$ cat config.mk
export PLATFORM = sky130hd
export DESIGN_NAME = score_bcd
export DESIGN_NICKNAME = d
export VERILOG_FILES = /design/src/rtl/score_bcd.sv
export SDC_FILE = /design/constraint.sdc
export NUM_CORES = 1
export LEC_CHECK = 0
export CORE_MARGIN = 5
export CORE_UTILIZATION = 57
export CTS_BUF_LIST = sky130_fd_sc_hd__clkbuf_16
export CTS_CLUSTER_DIAMETER = 30
export DETAILED_ROUTE_END_ITERATION = 10
export GPL_ROUTABILITY_DRIVEN = 0
export PLACE_DENSITY = 0.89
export SETUP_SLACK_MARGIN = 0.2
export SLEW_MARGIN = 20
export SYNTH_ARGS = -nofsm -noshare
export SYNTH_HDL_FRONTEND = slang
export SYNTH_SLANG_ARGS = --single-unit
export TNS_END_PERCENT = 30
$ cat constraint.sdc
create_clock -name Clk -period 4.1 [get_ports Clk]
set_input_delay 0.82 -clock Clk [delete_from_list [all_inputs] [get_ports Clk]]
set_output_delay 0.82 -clock Clk [all_outputs]
set_load 0.01 [all_outputs]
$ cat src/rtl/score_bcd.sv
`default_nettype none
// ============================================================================
//  Module   : score_bcd
//  Purpose  : Converts a signed 32-bit running score into four BCD digits,
//             a sign flag and a saturation flag. Magnitude is clamped to
//             MAX_VALUE and converted with a 14-step double-dabble.
//             A conversion is started whenever the score differs from the
//             last captured value, so the final stable score is always shown.
//  Ports    : Clk      - system clock, all state on rising edge
//             Reset    - synchronous, active-high reset
//             score    - signed running score
//             busy     - high while a conversion is in progress
//             valid    - one-cycle pulse when new digits are published
//             digits   - {thousands, hundreds, tens, units} BCD nibbles
//             negative - sign of the last converted score
//             overflow - last converted magnitude exceeded MAX_VALUE
//             hex0..3  - active-low 7-segment patterns (bit0=a..bit6=g)
//                        for digits[3:0]..digits[15:12]; present only when
//                        SCORE_BCD_SEG_EN is defined
//  Options  : SCORE_BCD_SEG_EN - adds registered 7-segment outputs
//  Revision : 1.0 - initial release
// ============================================================================
module score_bcd #(
   parameter int MAX_VALUE = 9999
) (
   input  logic               Clk,
   input  logic               Reset,
   input  logic signed [31:0] score,
   output logic               busy,
   output logic               valid,
   output logic [15:0]        digits,
   output logic               negative,
   output logic               overflow
`ifdef SCORE_BCD_SEG_EN
   ,
   output logic [6:0]         hex0,
   output logic [6:0]         hex1,
   output logic [6:0]         hex2,
   output logic [6:0]         hex3
`endif
);

   localparam logic [1:0]  c_IDLE  = 2'd0;
   localparam logic [1:0]  c_LOAD  = 2'd1;
   localparam logic [1:0]  c_SHIFT = 2'd2;
   localparam logic [1:0]  c_DONE  = 2'd3;

   localparam logic [32:0] c_MAX_WIDE = 33'(MAX_VALUE);
   localparam logic [13:0] c_MAX_MAG  = 14'(MAX_VALUE);
   localparam logic [3:0]  c_LAST_SHIFT = 4'd13;

   logic [1:0]  r_state;
   logic [31:0] r_snapshot;
   logic [31:0] r_last_score;
   logic        r_pending;
   logic        r_sign;
   logic        r_ovf_flag;
   logic [13:0] r_shift;
   logic [15:0] r_acc;
   logic [3:0]  r_cnt;
   logic [15:0] r_digits;
   logic        r_negative;
   logic        r_overflow;
   logic        r_valid;

   // Absolute value is formed in 33 bits so that -2^31 stays positive.
   logic [32:0] w_ext;
   logic [32:0] w_abs;
   logic        w_over;
   logic [13:0] w_mag;
   logic [15:0] w_adj;

   assign w_ext  = {r_snapshot[31], r_snapshot};
   assign w_abs  = r_snapshot[31] ? (~w_ext + 33'd1) : w_ext;
   assign w_over = (w_abs > c_MAX_WIDE);
   assign w_mag  = w_over ? c_MAX_MAG : w_abs[13:0];

   // Double-dabble correction: any nibble >= 5 gets +3 before the shift.
   generate
      for (genvar i = 0; i < 4; i++) begin : g_adj
         assign w_adj[4*i +: 4] = (r_acc[4*i +: 4] >= 4'd5) ?
                                  (r_acc[4*i +: 4] + 4'd3) : r_acc[4*i +: 4];
      end
   endgenerate

`ifdef SCORE_BCD_SEG_EN
   logic [6:0] r_hex0;
   logic [6:0] r_hex1;
   logic [6:0] r_hex2;
   logic [6:0] r_hex3;

   function automatic logic [6:0] seg7(input logic [3:0] d);
      logic [6:0] s;
      case (d)
         4'd0:    s = 7'b1000000;
         4'd1:    s = 7'b1111001;
         4'd2:    s = 7'b0100100;
         4'd3:    s = 7'b0110000;
         4'd4:    s = 7'b0011001;
         4'd5:    s = 7'b0010010;
         4'd6:    s = 7'b0000010;
         4'd7:    s = 7'b1111000;
         4'd8:    s = 7'b0000000;
         4'd9:    s = 7'b0010000;
         default: s = 7'b1111111;
      endcase
      return s;
   endfunction
`endif

   always_ff @(posedge Clk) begin
      if (Reset) begin
         r_state      <= c_IDLE;
         r_snapshot   <= 32'd0;
         r_last_score <= 32'd0;
         r_pending    <= 1'b1;
         r_sign       <= 1'b0;
         r_ovf_flag   <= 1'b0;
         r_shift      <= 14'd0;
         r_acc        <= 16'd0;
         r_cnt        <= 4'd0;
         r_digits     <= 16'h0000;
         r_negative   <= 1'b0;
         r_overflow   <= 1'b0;
         r_valid      <= 1'b0;
`ifdef SCORE_BCD_SEG_EN
         r_hex0       <= 7'b1000000;
         r_hex1       <= 7'b1000000;
         r_hex2       <= 7'b1000000;
         r_hex3       <= 7'b1000000;
`endif
      end else begin
         r_valid <= 1'b0;
         case (r_state)
            c_IDLE: begin
               // pending forces one conversion after reset even if unchanged
               if ((score != r_last_score) || r_pending) begin
                  r_snapshot   <= score;
                  r_last_score <= score;
                  r_pending    <= 1'b0;
                  r_state      <= c_LOAD;
               end
            end
            c_LOAD: begin
               r_sign     <= r_snapshot[31];
               r_ovf_flag <= w_over;
               r_acc      <= 16'd0;
               r_shift    <= w_mag;
               r_cnt      <= 4'd0;
               r_state    <= c_SHIFT;
            end
            c_SHIFT: begin
               r_acc   <= {w_adj[14:0], r_shift[13]};
               r_shift <= {r_shift[12:0], 1'b0};
               r_cnt   <= r_cnt + 4'd1;
               if (r_cnt == c_LAST_SHIFT) begin
                  r_state <= c_DONE;
               end
            end
            c_DONE: begin
               r_digits   <= r_acc;
               r_negative <= r_sign;
               r_overflow <= r_ovf_flag;
               r_valid    <= 1'b1;
`ifdef SCORE_BCD_SEG_EN
               r_hex0     <= seg7(r_acc[3:0]);
               r_hex1     <= seg7(r_acc[7:4]);
               r_hex2     <= seg7(r_acc[11:8]);
               r_hex3     <= seg7(r_acc[15:12]);
`endif
               r_state    <= c_IDLE;
            end
            default: r_state <= c_IDLE;
         endcase
      end
   end

   assign busy     = (r_state != c_IDLE);
   assign valid    = r_valid;
   assign digits   = r_digits;
   assign negative = r_negative;
   assign overflow = r_overflow;
`ifdef SCORE_BCD_SEG_EN
   assign hex0 = r_hex0;
   assign hex1 = r_hex1;
   assign hex2 = r_hex2;
   assign hex3 = r_hex3;
`endif

endmodule
`default_nettype wire

==> results of run 1 <==
-- stage by stage --
step	power (mW)	cell area, um2
final	3.79	5910
after global routing	4.00	5910
after CTS	3.76	5910
after detailed placement	2.89	5600
after global placement	2.82	5600
after floorplan	2.49	5060
-- sequential cells by signal, indices dropped and copies added (netlist names), 2 cells and up --
name          count
digits           16
r_acc            16
r_cnt             4
r_last_score     32
r_shift          14
r_state           2
-- worst paths after layout --
kind                             endpoint  slack (ps)  depth (start not counted)
max          r_last_score[1]$_SDFFE_PP0P_         620                         10
max reg2reg      r_shift[11]$_SDFFE_PP0P_         770                          9
min               r_shift[0]$_SDFFE_PP0P_         460                          2
min reg2reg       r_shift[0]$_SDFFE_PP0P_         460                          2
-- power by group through the flow --
stage / Clock [mW] / Combinational, mW / Sequential [mW]
after global routing: 0.908 / 1.83 / 1.26
after global placement: 0 / 1.59 / 1.24
after CTS: 0.862 / 1.66 / 1.23
final: 0.862 / 1.68 / 1.24
after floorplan: 0 / 1.37 / 1.12
after detailed placement: 0 / 1.64 / 1.25
-- area by class of cell --
cell class	instances	area (um2)
Inverter	20	75.1
Fill cell	665	2770
Sequential cell	90	1800
Clock buffer	9	225
Tap cell	108	135
Clock inverter	7	81.3
Multi-Input combinational cell	445	3000
Timing Repair Buffer	61	598
-- routing by layer --
| metal | vias up | routed length (um) | track usage [%] |
|---|---|---|---|
| met5 | - | 0 | 0 |
| met4 | 0 | 420 | 8.70 |
| met3 | 44 | 795 | 5.28 |
| met2 | 201 | 6240 | 39.7 |
| met1 | 2140 | 5150 | 27.4 |
| li1 | 2181 | - | - |
-- kinds of logic (layout without fill, tap and decap cells) --
| family | count (synthesis) | count (layout) | synth area share (%) |
|---|---|---|---|
| XOR/XNOR | 52 | 52 | 9.00 |
| adder cells (fa/ha/maj) | 15 | 15 | 3.71 |
| multiplexers | 54 | 54 | 10.7 |
| AND/OR/NAND/NOR | 211 | 211 | 21.2 |
| AO/OA/AOI/OAI | 113 | 113 | 14.6 |
| flip-flops | 90 | 90 | 35.6 |
| buffers and inverters | 67 | 97 | 5.26 |
-- placed cells by master (no fill, tap or decap), types with 5 or more instances in the layout --
master           netlist  final
a21oi_1               38     38
a22oi_1                8      8
a32oi_1                5      5
and3_1                 7      7
buf_4                  0      7
clkbuf_16              0      9
clkdlybuf4s50_1        0     52
dfxtp_1               90     90
ha_1                  15     14
inv_1                 20     20
mux2i_1               53     53
nand2_1               25     25
nand2b_1               7      7
nand3_1               11     11
nand4_1                6      6
nor2_1                96     96
nor3_1                13     13
nor4_1                12     12
o21ai_0               16     16
o31ai_1               11     11
or3_1                  9      9
or4_1                  6      6
xnor2_1               25     25
xor2_1                27     27
-- worst max-delay path, stage by stage --
cell,delay (ps)
clkdlybuf4s50_1,440
xor2_1,150
nor4_1,480
nand4_1,170
or4_1,520
nor4_1,390
nand2b_1,210
buf_12,220
mux2i_1,230
nor2_1,60
==> summary by stage, run 1 <==
Run status
The flow ran to the end, and the final reports show no timing, DRC or antenna violations.

STA
The worst-case setup margin in the final layout is 624 ps. Setup repair after global routing left no endpoint under its margin. The setup TNS is 0 ps.

The final count of hold timing violations is 0. The setup clock skew after layout is 7.56 ps. The slew at the pin closest to its max-slew limit is 883 ps. On the final layout, the worst hold slack is 464 ps. The part of the cycle the worst path needs is 84.8%. The count of final max-slew check failures was 0.

The relative slew slack is 40.9%. The maximum frequency from static timing analysis is 288 MHz. Setup violations remaining at the end of the flow were counted as 0. After layout, the minimum clock period comes to 3480 ps.

Final layout
The repair_antennas step left the layout with diodes totalling 0. The layout-stage area growth over the synthesis result is 16.8%. The fraction of layout instances using a drive strength above 1 is 5.38%. The final net count is 676. The final cell count without fillers is 740. For this run, the share of the core covered by cells in the final layout is 68.1%.

Routing
Using the TritonRoute via totals, the vias-per-cell ratio works out to 6.17. Dividing the detail-routed wire length by the instance count gives 17.0 um. The final wirelength is 12600 um. In this run the remaining antenna-violating nets after routing total 0.

The first-pass iteration count of the detailed router is 5. The number of design rule violations left after detail routing is 0. Summing over every cut layer, the via total after detailed routing is 4566. The count of routing violations after the opening detailed-route iteration is 385.

Synthesis
Yosys mapped the design onto 59 distinct sky130hd cell types. By area the synthesized netlist is led by dfxtp_1 36%, mux2i_1 10%, nor2_1 7.1%. The post-synthesis net count is 651. Counting instances in the post-synthesis netlist gives the leading cell types as 96 x nor2_1, 90 x dfxtp_1, 53 x mux2i_1.

The number of flops mapped to enable cells by yosys is 0. The sequential area share after synthesis is 35.6%. During synthesis, Yosys emitted a total of 0 warnings. The synthesized area per cell is 8.41 um2. The post-synthesis instance total is 602.

The proportion of netlist area held by the largest area contributor is 35.6%. The number of register bits inferred by synthesis is 90. The most frequently used flop master after synthesis is dfxtp_1. The area of the mapped netlist is 0.00506 mm2. The most common cell in the synthesized netlist is nor2_1.

The proportion of register bits with asynchronous set or reset after synthesis is 0%. The biggest area consumer among synthesized cells is dfxtp_1.

Die
The die is 104 um wide. The floorplan die area is 0.0109 mm2. The core box area is 0.00868 mm2. The floorplan has 34 rows.

The number of top-level design ports is 54. For this configuration, the core starts out at a cell density of 58.3%. In this run the vertical extent of the chip is 104 um.

Pwr
In this run the power density over the cells is 641 mW/mm2. In this run the power spent charging and discharging nets is 1.58 mW. The combinational share of power is 44.4%. The maximum vdd drop is 336 uV. The internal cell power is 2.21 mW. The leakage power is 2.22 nW. The proportion of total power due to net switching is 41.7%. The clock share of power is 22.8%. The power share of the sequential group is 32.8%.

Clock network
In this run the post-CTS setup repair buffer count came out at 0. TritonCTS built the clock tree. The cell sitting at the root of the clock tree is a clkbuf_16. The clock tree synthesis step divided the H-tree into 3 levels. The tree built by TritonCTS fans out to 90 sinks. Buffers inserted during clock tree synthesis total 9.

The count of cells resized by post-cts repair is 0. The clock transition time at the flip-flop clock pins of the worst setup and hold paths is 70 ps. The clock latency at the later pin of the worst-skew pair is 350 ps. The longest clock path from root to sink contains 2 buffers. After clock tree synthesis, the flow added hold-fix buffers numbering 0.

Placement
Once detailed placement completed, the half-perimeter wirelength came to 8820 um. The count of buffers added on input and output ports is 53. The setup slack at placement is 355 ps. The placed instance count is 724.

Critical path
In this run the critical register-to-register path is launched from r_last_score[8]$_SDFFE_PP0P_. The required time of the critical path is 4320 ps. The data arrival time of the critical path is 3700 ps. The path type of the worst setup path is primary input to flip-flop. The worst setup path is launched from a primary input. Tracing the worst setup path back leads to its startpoint at score[23]. The worst setup path is captured at a flip-flop. In this run the worst path has a maximum fanout of 22.

Global routing
The largest net degree at the start of global routing is 41. The total overflow reported by the global router is 0. The global-route wire length before repair is 21000 um. The number of global-route vias before repair is 4478. The number of antenna violations at the first check in global routing is 0. The overall global routing resource usage is 22.9%.

Worst hold path
The startpoint identified for the worst hold timing path is r_shift[0]$_SDFFE_PP0P_. The path type of the worst min-delay path is flip-flop to flip-flop.

Job
The number of violations of the max-capacitance limit is 0.
(Power assumes the default switching activity.)
==> run 2: changes to the inputs <==
--- a/config.mk
+++ b/config.mk
@@ -6,12 +6,12 @@
 export NUM_CORES = 1
 export LEC_CHECK = 0
 export CORE_MARGIN = 5
-export CORE_UTILIZATION = 57
+export CORE_UTILIZATION = 52
 export CTS_BUF_LIST = sky130_fd_sc_hd__clkbuf_16
 export CTS_CLUSTER_DIAMETER = 30
 export DETAILED_ROUTE_END_ITERATION = 10
 export GPL_ROUTABILITY_DRIVEN = 0
-export PLACE_DENSITY = 0.89
+export PLACE_DENSITY = 0.86
 export SETUP_SLACK_MARGIN = 0.2
 export SLEW_MARGIN = 20
 export SYNTH_ARGS = -nofsm -noshare
==> constraint.sdc (replaced) <==
create_clock -name Clk -period 2.9 [get_ports Clk]
set_input_delay 0.58 -clock Clk [delete_from_list [all_inputs] [get_ports Clk]]
set_output_delay 0.58 -clock Clk [all_outputs]
set_load 0.01 [all_outputs]
==> run 2 against run 1 <==
The run now ends with setup timing left. Critical endpoint is now r_shift[12]$_SDFFE_PP0P_. Largest power group unchanged. Critical path type is now flip-flop to flip-flop. Critical path depth fell by 3. Cell area rose by 10%. First-iteration DRC count fell by 13%. Sequential power rose by 33%. Utilization fell by 0.64 points. Count of clock-buffer cells in the layout did not move. Worst hold slack improved by 9.9 ps. Highest routed layer unchanged.
==> summary by stage, run 2 (synthesis gave the netlist of run 1 again) <==
Run status
The run finished, with violations left. The checks that failed: setup timing.

Pwr
The maximum vdd drop is 585 uV (+74%). The total power density per cell area is 909 mW/mm2 (+42%). The leakage power is 2.53 nW (+14%).

Critical path
The path type of the worst setup path is flip-flop to flip-flop. The top fanout value on the critical path was 7 (-68%). The sort of element at the start of the critical path is a flip-flop. The worst setup path startpoint is r_last_score[25]$_SDFFE_PP0P_.

The register-to-register path setup slack was -50 ps (-820 ps). The depth of the worst register-to-register path is 7 (-2). The required time of the critical path is 3170 ps (-1150 ps). The worst setup path is captured at a flip-flop.

In this run the critical register-to-register path is captured at r_shift[12]$_SDFFE_PP0P_. The worst flop-to-flop path startpoint is r_last_score[25]$_SDFFE_PP0P_. The data arrival time of the critical path came to 3220 ps (-480 ps). In this run the worst setup path terminates at r_shift[12]$_SDFFE_PP0P_.

Routing
The count of routing violations after the opening detailed-route iteration came to 335 (-13%). The met1 wire length came to 5540 um (+7.6%). The met2 layer wire length in the routed design is 6960 um (+12%).

The final antenna-violating net count is 0 (unchanged). In this run the top signal layer used is met4. The number of design rule violations left after detail routing is 0 (unchanged).

The first-pass iteration count of the detailed router is 5 (unchanged). The total length of routed met3 wires is 765 um (-3.8%). The vias per cell was 6.00 (-2.7%). The final wirelength is 14100 um (+12%). The detailed-route via count was 4851 (+6.2%).

The post-detailed-route wirelength per cell came to 17.4 um (+2.4%).

Die
The number of rows in the core area is 36 (+5.9%). The core box area is 0.00964 mm2 (+11%). The die width was 109 um (+4.2%). The height of the die is 109 um (+4.2%). The number of top-level design ports is 54 (unchanged). The effective utilization at floorplan is 52.5% (-5.8 points).

The floorplan die area was 0.0118 mm2 (+8.7%).

Global routing
The number of antenna violations at the first check in global routing came to 0 (unchanged). The global-route wire length before repair was 22700 um (+7.7%). The largest net degree at the start of global routing is 90 (+120%). The overall global routing resource usage was 24.3% (+1.4 points). The number of global-route vias before repair came to 4768 (+6.5%). The total overflow reported by the global router is 0 (unchanged).

Job
The number of violations of the max-capacitance limit is 0 (unchanged).

Final layout
The final cell count without fillers is 808 (+9.2%). The flip-flop count of the largest register after layout was 32 (unchanged). Leaving out fill and tap cells, the most frequent cell in the layout is nor2_1. The count of antenna diodes in the layout is 0 (unchanged). In the layout the commonest cells are 94 x nor2_1, 86 x dfxtp_1, 53 x mux2i_1. The final net count came to 719 (+6.4%). The layout-stage area growth over the synthesis result is 28.5%.

The register with the most flip-flops is r_last_score. The end-of-flow core utilization was 67.5% (-0.64 points). The fraction of layout instances using a drive strength above 1 is 17.3% (+12 points).

Clock network
The total clock sinks came to 90 (unchanged). The number of levels in the clock H-tree is 3 (unchanged). The clock latency at the later pin of the worst-skew pair is 350 ps (about the same).

The clock transition time at the flip-flop clock pins of the worst setup and hold paths is 70 ps (about the same). The cell chosen for the clock root is clkbuf_16. TritonCTS built the clock tree.

The total clock buffers created by CTS was 9 (unchanged). The deepest clock path buffer count is 2 (unchanged).

STA
The slew at the pin closest to its max-slew limit is 643 ps (-239 ps). The count of final max-slew check failures came to 0 (unchanged). The final count of hold timing violations is 0 (unchanged).

Setup repair after global routing could not meet its margin everywhere. The worst-case setup margin in the final layout was -49.9 ps (-674 ps). The final count of negative-setup-slack endpoints is 4 (+4). The worst path uses 102% of the clock period.

The setup clock skew after layout is 7.34 ps (-0.225 ps). The maximum frequency from static timing analysis is 339 MHz. The relative slew slack is 57.1% (+16 points).

The time the worst path needs with I/O delays and setup is 2950 ps.

Placement
The placed instance count is 789 (+9.0%). The count of input and output buffers is 53 (unchanged). The half-perimeter wire length of the detailed placement result is 9470 um (+7.4%).

Worst hold path
The tightest min-delay check is of the flip-flop to flip-flop type. The hold path depth is 2 (unchanged).
## run 2: changes by cell type in the layout (fill, tap and decap cells not counted), sizes merged
cell and change:
bufinv -1, inv -2, buf +43, clkinvlp +1, dlygate4sd2 +15, clkdlybuf4s50 -15
clkinv +2
## run 2: how the worst min path moves through the flow
stage / endpoint / slack [ps] / start
floorplan: r_pending$_SDFFE_PP1P_ / 420 / r_pending$_SDFFE_PP1P_
global placement: r_shift[0]$_SDFFE_PP0P_ / 440 / r_shift[0]$_SDFFE_PP0P_
detailed placement: r_shift[13]$_SDFFE_PP0P_ / 460 / r_shift[13]$_SDFFE_PP0P_
CTS: r_shift[13]$_SDFFE_PP0P_ / 470 / r_shift[13]$_SDFFE_PP0P_
global route: r_shift[0]$_SDFFE_PP0P_ / 490 / r_shift[0]$_SDFFE_PP0P_
finish: r_shift[0]$_SDFFE_PP0P_ / 470 / r_shift[0]$_SDFFE_PP0P_
## run 2: layout make-up
cell class,count,area [um2]
tap,133,166
clock buffer,9,225
inverter,20,75.1
multi-input combinational,445,3240
timing repair buffer,104,942
clock inverter,7,50.0
sequential,90,1810
fill,711,3130
## run 2: critical path, cell delays in order (launching register included)
cell and delay (ps):
dfxtp_1 380, or4_1 640, or3_1 390, o41ai_1 350
a31oi_1 200, nand4b_4 230, or4_4 440, a311oi_2 250
## run 2: power breakdown
part	total, mW	switching (mW)	leakage (nW)	internal, mW
combinational	3.15	1.79	1.66	1.36
sequential	1.65	0.204	0.737	1.45
clock	1.11	0.525	0.132	0.586
## run 2: what timing repair did
item                                    4_1_cts  5_1_grt
hold buffers                                  0        0
pin swaps                                    18        7
resized for setup                            44       17
endpoints found under the setup margin       39       39
gates cloned                                  1        0
buffers inserted                              1        1
## run 2: per-layer routing
layer / global-route usage [%] / up-vias
met4: 17.0 / 0
li1: - / 2264
met3: 4.97 / 86
met2: 41.6 / 206
met1: 26.8 / 2295
met5: 0 / -
## run 2: per-stage QoR
step	cell area [um2]	hold slack [ps]	setup TNS (ps)	setup slack, ps	power, mW
after global routing	6510	492	-642	-119	6.22
after global placement	5990	445	-13050	-562	4.29
final	6510	474	-90.4	-49.9	5.91
after CTS	6420	470	-282	-81.8	5.73
after floorplan	5120	418	0	28.8	3.59
after detailed placement	5990	461	-15570	-678	4.42
